[src/rtl/alu_key_pkg.sv]
// alu_key_pkg
//   Shared types and constants for the ALU key scheduler.
//   key_state_t : 2-bit FSM state encoding (IDLE=0, LOAD=1, PEND=2, DRAIN=3)
//   ADDR_*      : staging/control write address map
//   CTRL_*_BIT  : bit positions inside a control-word write
package alu_key_pkg;

  typedef enum logic [1:0] {
    IDLE  = 2'd0,
    LOAD  = 2'd1,
    PEND  = 2'd2,
    DRAIN = 2'd3
  } key_state_t;

  localparam logic [1:0] ADDR_W0   = 2'd0;
  localparam logic [1:0] ADDR_W1   = 2'd1;
  localparam logic [1:0] ADDR_W2   = 2'd2;
  localparam logic [1:0] ADDR_CTRL = 2'd3;

  localparam int CTRL_COMMIT_BIT = 0;
  localparam int CTRL_ABORT_BIT  = 1;

endpackage

[src/rtl/alu_key_drain_timer.sv]
// alu_key_drain_timer
//   Counts PEND cycles spent waiting for EX to go idle. Saturates at
//   DRAIN_TIMEOUT-1 and flags the terminal count.
//   clk     in  core clock
//   Rst     in  synchronous active-high reset
//   clear   in  restart count from 0 (PEND entry)
//   enable  in  advance count by one this cycle
//   timeout out count has reached DRAIN_TIMEOUT-1
module alu_key_drain_timer #(
  parameter int DRAIN_TIMEOUT = 16
) (
  input  logic clk,
  input  logic Rst,
  input  logic clear,
  input  logic enable,
  output logic timeout
);

  localparam int CNT_W = (DRAIN_TIMEOUT > 1) ? $clog2(DRAIN_TIMEOUT) : 1;
  localparam logic [CNT_W-1:0] LIMIT = CNT_W'(DRAIN_TIMEOUT - 1);

  logic [CNT_W-1:0] cnt_q;

  assign timeout = (cnt_q == LIMIT);

  always_ff @(posedge clk) begin
    if (Rst || clear) begin
      cnt_q <= '0;
    end else if (enable && !timeout) begin
      cnt_q <= cnt_q + 1'b1;
    end
  end

endmodule

[src/rtl/alu_key_scheduler.sv]
// alu_key_scheduler
//   Stages a 96-bit ALU key as three 32-bit words in a shadow bank and swaps
//   it into the live key only at a cycle where EX holds no valid op. If EX
//   stays busy for DRAIN_TIMEOUT PEND cycles, a pipeline stall is requested.
//
//   state | meaning
//   ------+-----------------------------------------------------------
//   IDLE  | no words staged, accepting writes
//   LOAD  | some words staged, accepting writes / control
//   PEND  | commit accepted, waiting for ex_idle (writes dropped)
//   DRAIN | timeout hit, stall_req asserted until ex_idle
//
//   clk, Rst             clock, synchronous active-high reset
//   wr_en/wr_addr/wr_data staging and control writes (addr 3 = control)
//   wr_ready             writes accepted (IDLE/LOAD)
//   ex_idle              no valid ALU op in ID/EX this cycle
//   stall_req            registered stall request to IF/ID
//   key                  live key (registered)
//   swap_done            one-cycle pulse after a key update
//   epoch                completed swap count (mod 256)
//   status               {err, busy, mask[2:0], 1'b0, state[1:0]}
module alu_key_scheduler
  import alu_key_pkg::*;
#(
  parameter int               KEY_W         = 96,
  parameter int               WORD_W        = 32,
  parameter int               DRAIN_TIMEOUT = 16,
  parameter logic [KEY_W-1:0] RESET_KEY     = '0
) (
  input  logic              clk,
  input  logic              Rst,
  input  logic              wr_en,
  input  logic [1:0]        wr_addr,
  input  logic [WORD_W-1:0] wr_data,
  output logic              wr_ready,
  input  logic              ex_idle,
  output logic              stall_req,
  output logic [KEY_W-1:0]  key,
  output logic              swap_done,
  output logic [7:0]        epoch,
  output logic [7:0]        status
);

  key_state_t       state_q;
  logic [KEY_W-1:0] shadow_q;
  logic [2:0]       mask_q;
  logic             err_q;

  logic wr_acc, ctrl_wr, abort, commit, commit_ok, busy, swap, timeout;

  assign wr_ready  = (state_q == IDLE) || (state_q == LOAD);
  assign busy      = (state_q == PEND) || (state_q == DRAIN);
  assign wr_acc    = wr_en && wr_ready;
  assign ctrl_wr   = wr_acc && (wr_addr == ADDR_CTRL);
  assign abort     = ctrl_wr && wr_data[CTRL_ABORT_BIT];
  // ABORT takes priority when both control bits are set in one write
  assign commit    = ctrl_wr && wr_data[CTRL_COMMIT_BIT] && !abort;
  assign commit_ok = commit && (mask_q == 3'b111);
  assign swap      = busy && ex_idle;
  assign status    = {err_q, busy, mask_q, 1'b0, state_q};

  alu_key_drain_timer #(
    .DRAIN_TIMEOUT (DRAIN_TIMEOUT)
  ) u_drain_timer (
    .clk     (clk),
    .Rst     (Rst),
    .clear   (commit_ok),
    .enable  ((state_q == PEND) && !ex_idle),
    .timeout (timeout)
  );

  always_ff @(posedge clk) begin
    if (Rst) begin
      state_q   <= IDLE;
      shadow_q  <= '0;
      mask_q    <= '0;
      err_q     <= 1'b0;
      key       <= RESET_KEY;
      epoch     <= '0;
      stall_req <= 1'b0;
      swap_done <= 1'b0;
    end else begin
      swap_done <= 1'b0;
      if (swap) begin
        // swap beats a same-cycle timeout, so DRAIN is never entered then
        key       <= shadow_q;
        epoch     <= epoch + 8'd1;
        shadow_q  <= '0;
        mask_q    <= '0;
        state_q   <= IDLE;
        stall_req <= 1'b0;
        swap_done <= 1'b1;
      end else if ((state_q == PEND) && timeout) begin
        state_q   <= DRAIN;
        stall_req <= 1'b1;
      end else if (abort) begin
        shadow_q <= '0;
        mask_q   <= '0;
        err_q    <= 1'b0;
        state_q  <= IDLE;
      end else if (commit) begin
        if (commit_ok) begin
          state_q <= PEND;
        end else begin
          err_q <= 1'b1;
        end
      end else if (wr_acc && !ctrl_wr) begin
        state_q <= LOAD;
        case (wr_addr)
          ADDR_W0: begin
            shadow_q[WORD_W-1:0] <= wr_data;
            mask_q[0]            <= 1'b1;
          end
          ADDR_W1: begin
            shadow_q[2*WORD_W-1:WORD_W] <= wr_data;
            mask_q[1]                   <= 1'b1;
          end
          default: begin
            shadow_q[3*WORD_W-1:2*WORD_W] <= wr_data;
            mask_q[2]                     <= 1'b1;
          end
        endcase
      end
    end
  end

endmodule
[config.mk]
export PLATFORM = sky130hd
export DESIGN_NAME = alu_key_scheduler
export DESIGN_NICKNAME = d
export VERILOG_FILES = /design/src/rtl/alu_key_pkg.sv /design/src/rtl/alu_key_drain_timer.sv /design/src/rtl/alu_key_scheduler.sv
export SDC_FILE = /design/constraint.sdc
export NUM_CORES = 1
export LEC_CHECK = 0
export ABC_AREA = 1
export BUFFER_PORTS_ARGS = -buffer_cell sky130_fd_sc_hd__buf_2
export CAP_MARGIN = 20
export CORE_MARGIN = 10
export CORE_UTILIZATION = 40
export CTS_BUF_LIST = sky130_fd_sc_hd__clkbuf_8
export DETAILED_ROUTE_END_ITERATION = 16
export GPL_TIMING_DRIVEN = 1
export SYNTH_ARGS = -nofsm -noshare
export SYNTH_HDL_FRONTEND = slang
export SYNTH_SLANG_ARGS = --single-unit
[constraint.sdc]
create_clock -name clk -period 1.2 [get_ports clk]
set_input_delay 0.06 -clock clk [delete_from_list [all_inputs] [get_ports clk]]
set_output_delay 0.06 -clock clk [all_outputs]
set_load 0.01 [all_outputs]
==> qor.txt <==
Critical path class: flop to flop
WP buf/inv: 5
CP Data Arrival Time: 1.87 ns
Fill count: 1410
PwrDens: 1360 mW/mm^2
Slowest stage delay, CP: 0.36 ns
Num CTS Buffers: 37
Skew final: 0.0134 ns
Register area share after synthesis: 58.0%
CP top delay family: buffers and inverters
Final Hold Fails: 0
Period minus WS final: 1.46 ns
Reg clk slew, reported paths: 0.06 ns
Worst setup SP type: flop
Final Cycle Share: 122%
Total track usage: 17.6%
Drt total wl: 27600 um
Number of cells on the worst reg-to-reg path: 11
Drt first pass iters: 4
Hold Slack: 0.0528 ns
Wire per inst: 21.2 um
Final worst slack: -0.262 ns
Hold Crit Start: wr_data[1]
Unrepaired setup endpoints after global routing: true
Yosys cell types: 28
Slowest CP cell: dfxtp_4
Post-route DRC: 0
Worst path cell trace: clkinv_4 -> nand2_8 -> buf_6 -> inv_4 -> o21ai_4 -> nor2_4 -> buf_12 -> buf_12 -> nand2_1 -> o21ai_1 -> nor2_1
Clk_lat worst skew: 0.52 ns
Count of pins over their slew limit: 0
Setup violators final: 211
Final cell count without fillers: 1300
Largest net degree at the start of global routing: 66
Clock Tree Root: clkbuf_8
Synth-to-layout area growth: 56.6%
H-Tree Depth: 2
Syn nets: 813
Port-buffer cells: 151
Sink Count: 212
Placer Congestion: 0.794
Critical path depth in cells: 11
CP max FO: 8
Initial antenna violation count: 1
R2r setup slk: -0.26 ns
Synth Cell Area: 0.00732 mm^2
WP data required: 1.61 ns
R2R Path Start: state_q[1]
Share of layout cells above drive strength 1: 43.4%
Nets@finish: 1087
Reg2Reg Capture Point: shadow_q[79]
Mean Syn Cell Area: 9.47 um^2
Gr ovfl total: 0
Die height: 155 um
Leakage: 5.10 nW
Failing checks: negative setup slack
Status: finished with violations
DR vias: 6838
Maxcap violations: 0
Antenna Nets Post-Route: 0
HPWL Detailed: 14100 um
Die Area: 0.0241 mm^2
Cell count after placement: 1142
Drt via density: 5.26
Number of global-route vias before repair: 6084
Hold Crit Depth: 4
First-pass GRT wire length: 34400 um
Yosys reg bits: 212
Starting density of the core: 40.8%
# IOs: 153
Hold WC Path Type: primary input to flop
CTS tree: built
Crit-path most repeated cell: buf_12
Die W: 155 um
# rows: 49
CP Capture Type: flop
Yosys warns: 0
Drt initial violations: 421
CTS Buffer Depth: 3
Max VDD drop: 0.882 mV
Core area: 0.0180 mm^2
Cells after synthesis: 773
Hold endpoint: state_q[0]
FMAX: 0.684 GHz
## registers in the layout (all words and copies together) (netlist names)
signal and cells:
u_drain_timer.cnt_q 4, swap_done 1, shadow_q 96, epoch 8
key 96, stall_req 1, err_q 1, mask_q 3
state_q 2
## tightest hold or removal path: stages
cell,delay (ns)
buf_2,0.18
o21ai_0,0.18
nor2_1,0.05
nor2_1,0.08
## cells in the mapped netlist, drive strengths merged
library cell	number	area (um^2)
dfxtp	212	4240
nand2	131	553
o21ai	102	514
a22o	96	841
nor2	91	380
buf	51	348
a21oi	38	190
inv	25	96.3
nand3	7	35.0
nand4	6	37.5
clkbuf	5	18.8
nor3	4	20.0
ha	2	25.0
conb	1	3.75
nor3b	1	7.51
or2	1	6.26
## cell usage in the layout (no fill, tap or decap), types with 2 or more instances in the layout
master	instances
dfxtp_1	209
inv_2	3
nand4_1	6
o21ai_0	3
buf_12	23
nor2_4	5
nand2_4	20
inv_1	33
a21oi_2	9
ha_1	2
inv_4	3
a22o_1	96
nor2_1	83
buf_4	17
clkbuf_8	44
nand2_1	63
nand3_1	6
nor3_2	3
clkbuf_16	24
buf_16	5
nand2_8	6
o21ai_1	42
buf_2	146
o21ai_2	56
nor2_2	2
nand2_2	46
a21oi_1	29
buf_6	31
dlygate4sd3_1	32
buf_8	9
dfxtp_2	2
## metal layers
layer	wire (um)	track usage, %
met1	12800	26.3
met2	12300	23.8
met3	2000	4.88
met4	552	5.70
met5	0	0
## cell families (layout without fill, tap and decap cells)
kind of cell    after synthesis  in the layout  synth area share (%)
buf+inv                      81            374                  6.32
flops                       212            212                  58.0
simple gates                241            245                  14.2
fa+ha+maj                     2              2                 0.342
other cells                   1              2                0.0512
compound gates              236            236                  21.1
## layout make-up
| type | count | area [um^2] | area share (%) |
|---|---|---|---|
| timing repair buffer | 287 | 2860 | 25.0 |
| antenna | 1 | 2.50 | 0.0218 |
| inverter | 25 | 119 | 1.04 |
| clock inverter | 18 | 95.1 | 0.829 |
| clock buffer | 44 | 606 | 5.28 |
| multi-input combinational | 484 | 3250 | 28.3 |
| tap | 229 | 287 | 2.50 |
| sequential | 212 | 4250 | 37.1 |
## report_power, final
part	total, mW	switching, mW	internal (mW)
sequential	7.45	0.174	7.28
clock	6.38	2.87	3.51
combinational	1.71	0.883	0.832
total	15.5	3.93	11.6
## metrics by stage
step	util, %	power, mW	TNS [ns]	area [um^2]	setup slack [ns]
5_1_grt	63.8	16.1	-51.18	11500	-0.338
3_3_place_gp	47.3	8.50	-22.60	8500	-0.218
6_report	63.8	15.5	-39.44	11500	-0.262
4_1_cts	54.9	15.0	-30.00	9860	-0.217
2_1_floorplan	-	8.15	-4.71	7360	-0.0835
3_5_place_dp	47.3	8.51	-25.99	8500	-0.216
## worst max path at each step
stage / endpoint / slack, ns / start
final: shadow_q[79] / -0.26 / state_q[1]
after CTS: shadow_q[88] / -0.22 / state_q[1]
after detailed placement: shadow_q[31] / -0.22 / state_q[1]
after floorplan: shadow_q[15] / -0.08 / state_q[1]
after global placement: shadow_q[74] / -0.22 / state_q[1]
after global routing: shadow_q[79] / -0.34 / state_q[1]
## what timing repair did
item,CTS,global route
cloned,6,36
endpoints found under the hold margin,95,0
gates resized for setup,73,215
buffers inserted,4,17
endpoints found under the setup margin,206,215
pin swaps,21,41
hold buffers,32,0
No activity file was read; power rests on OpenSTA's default activity.
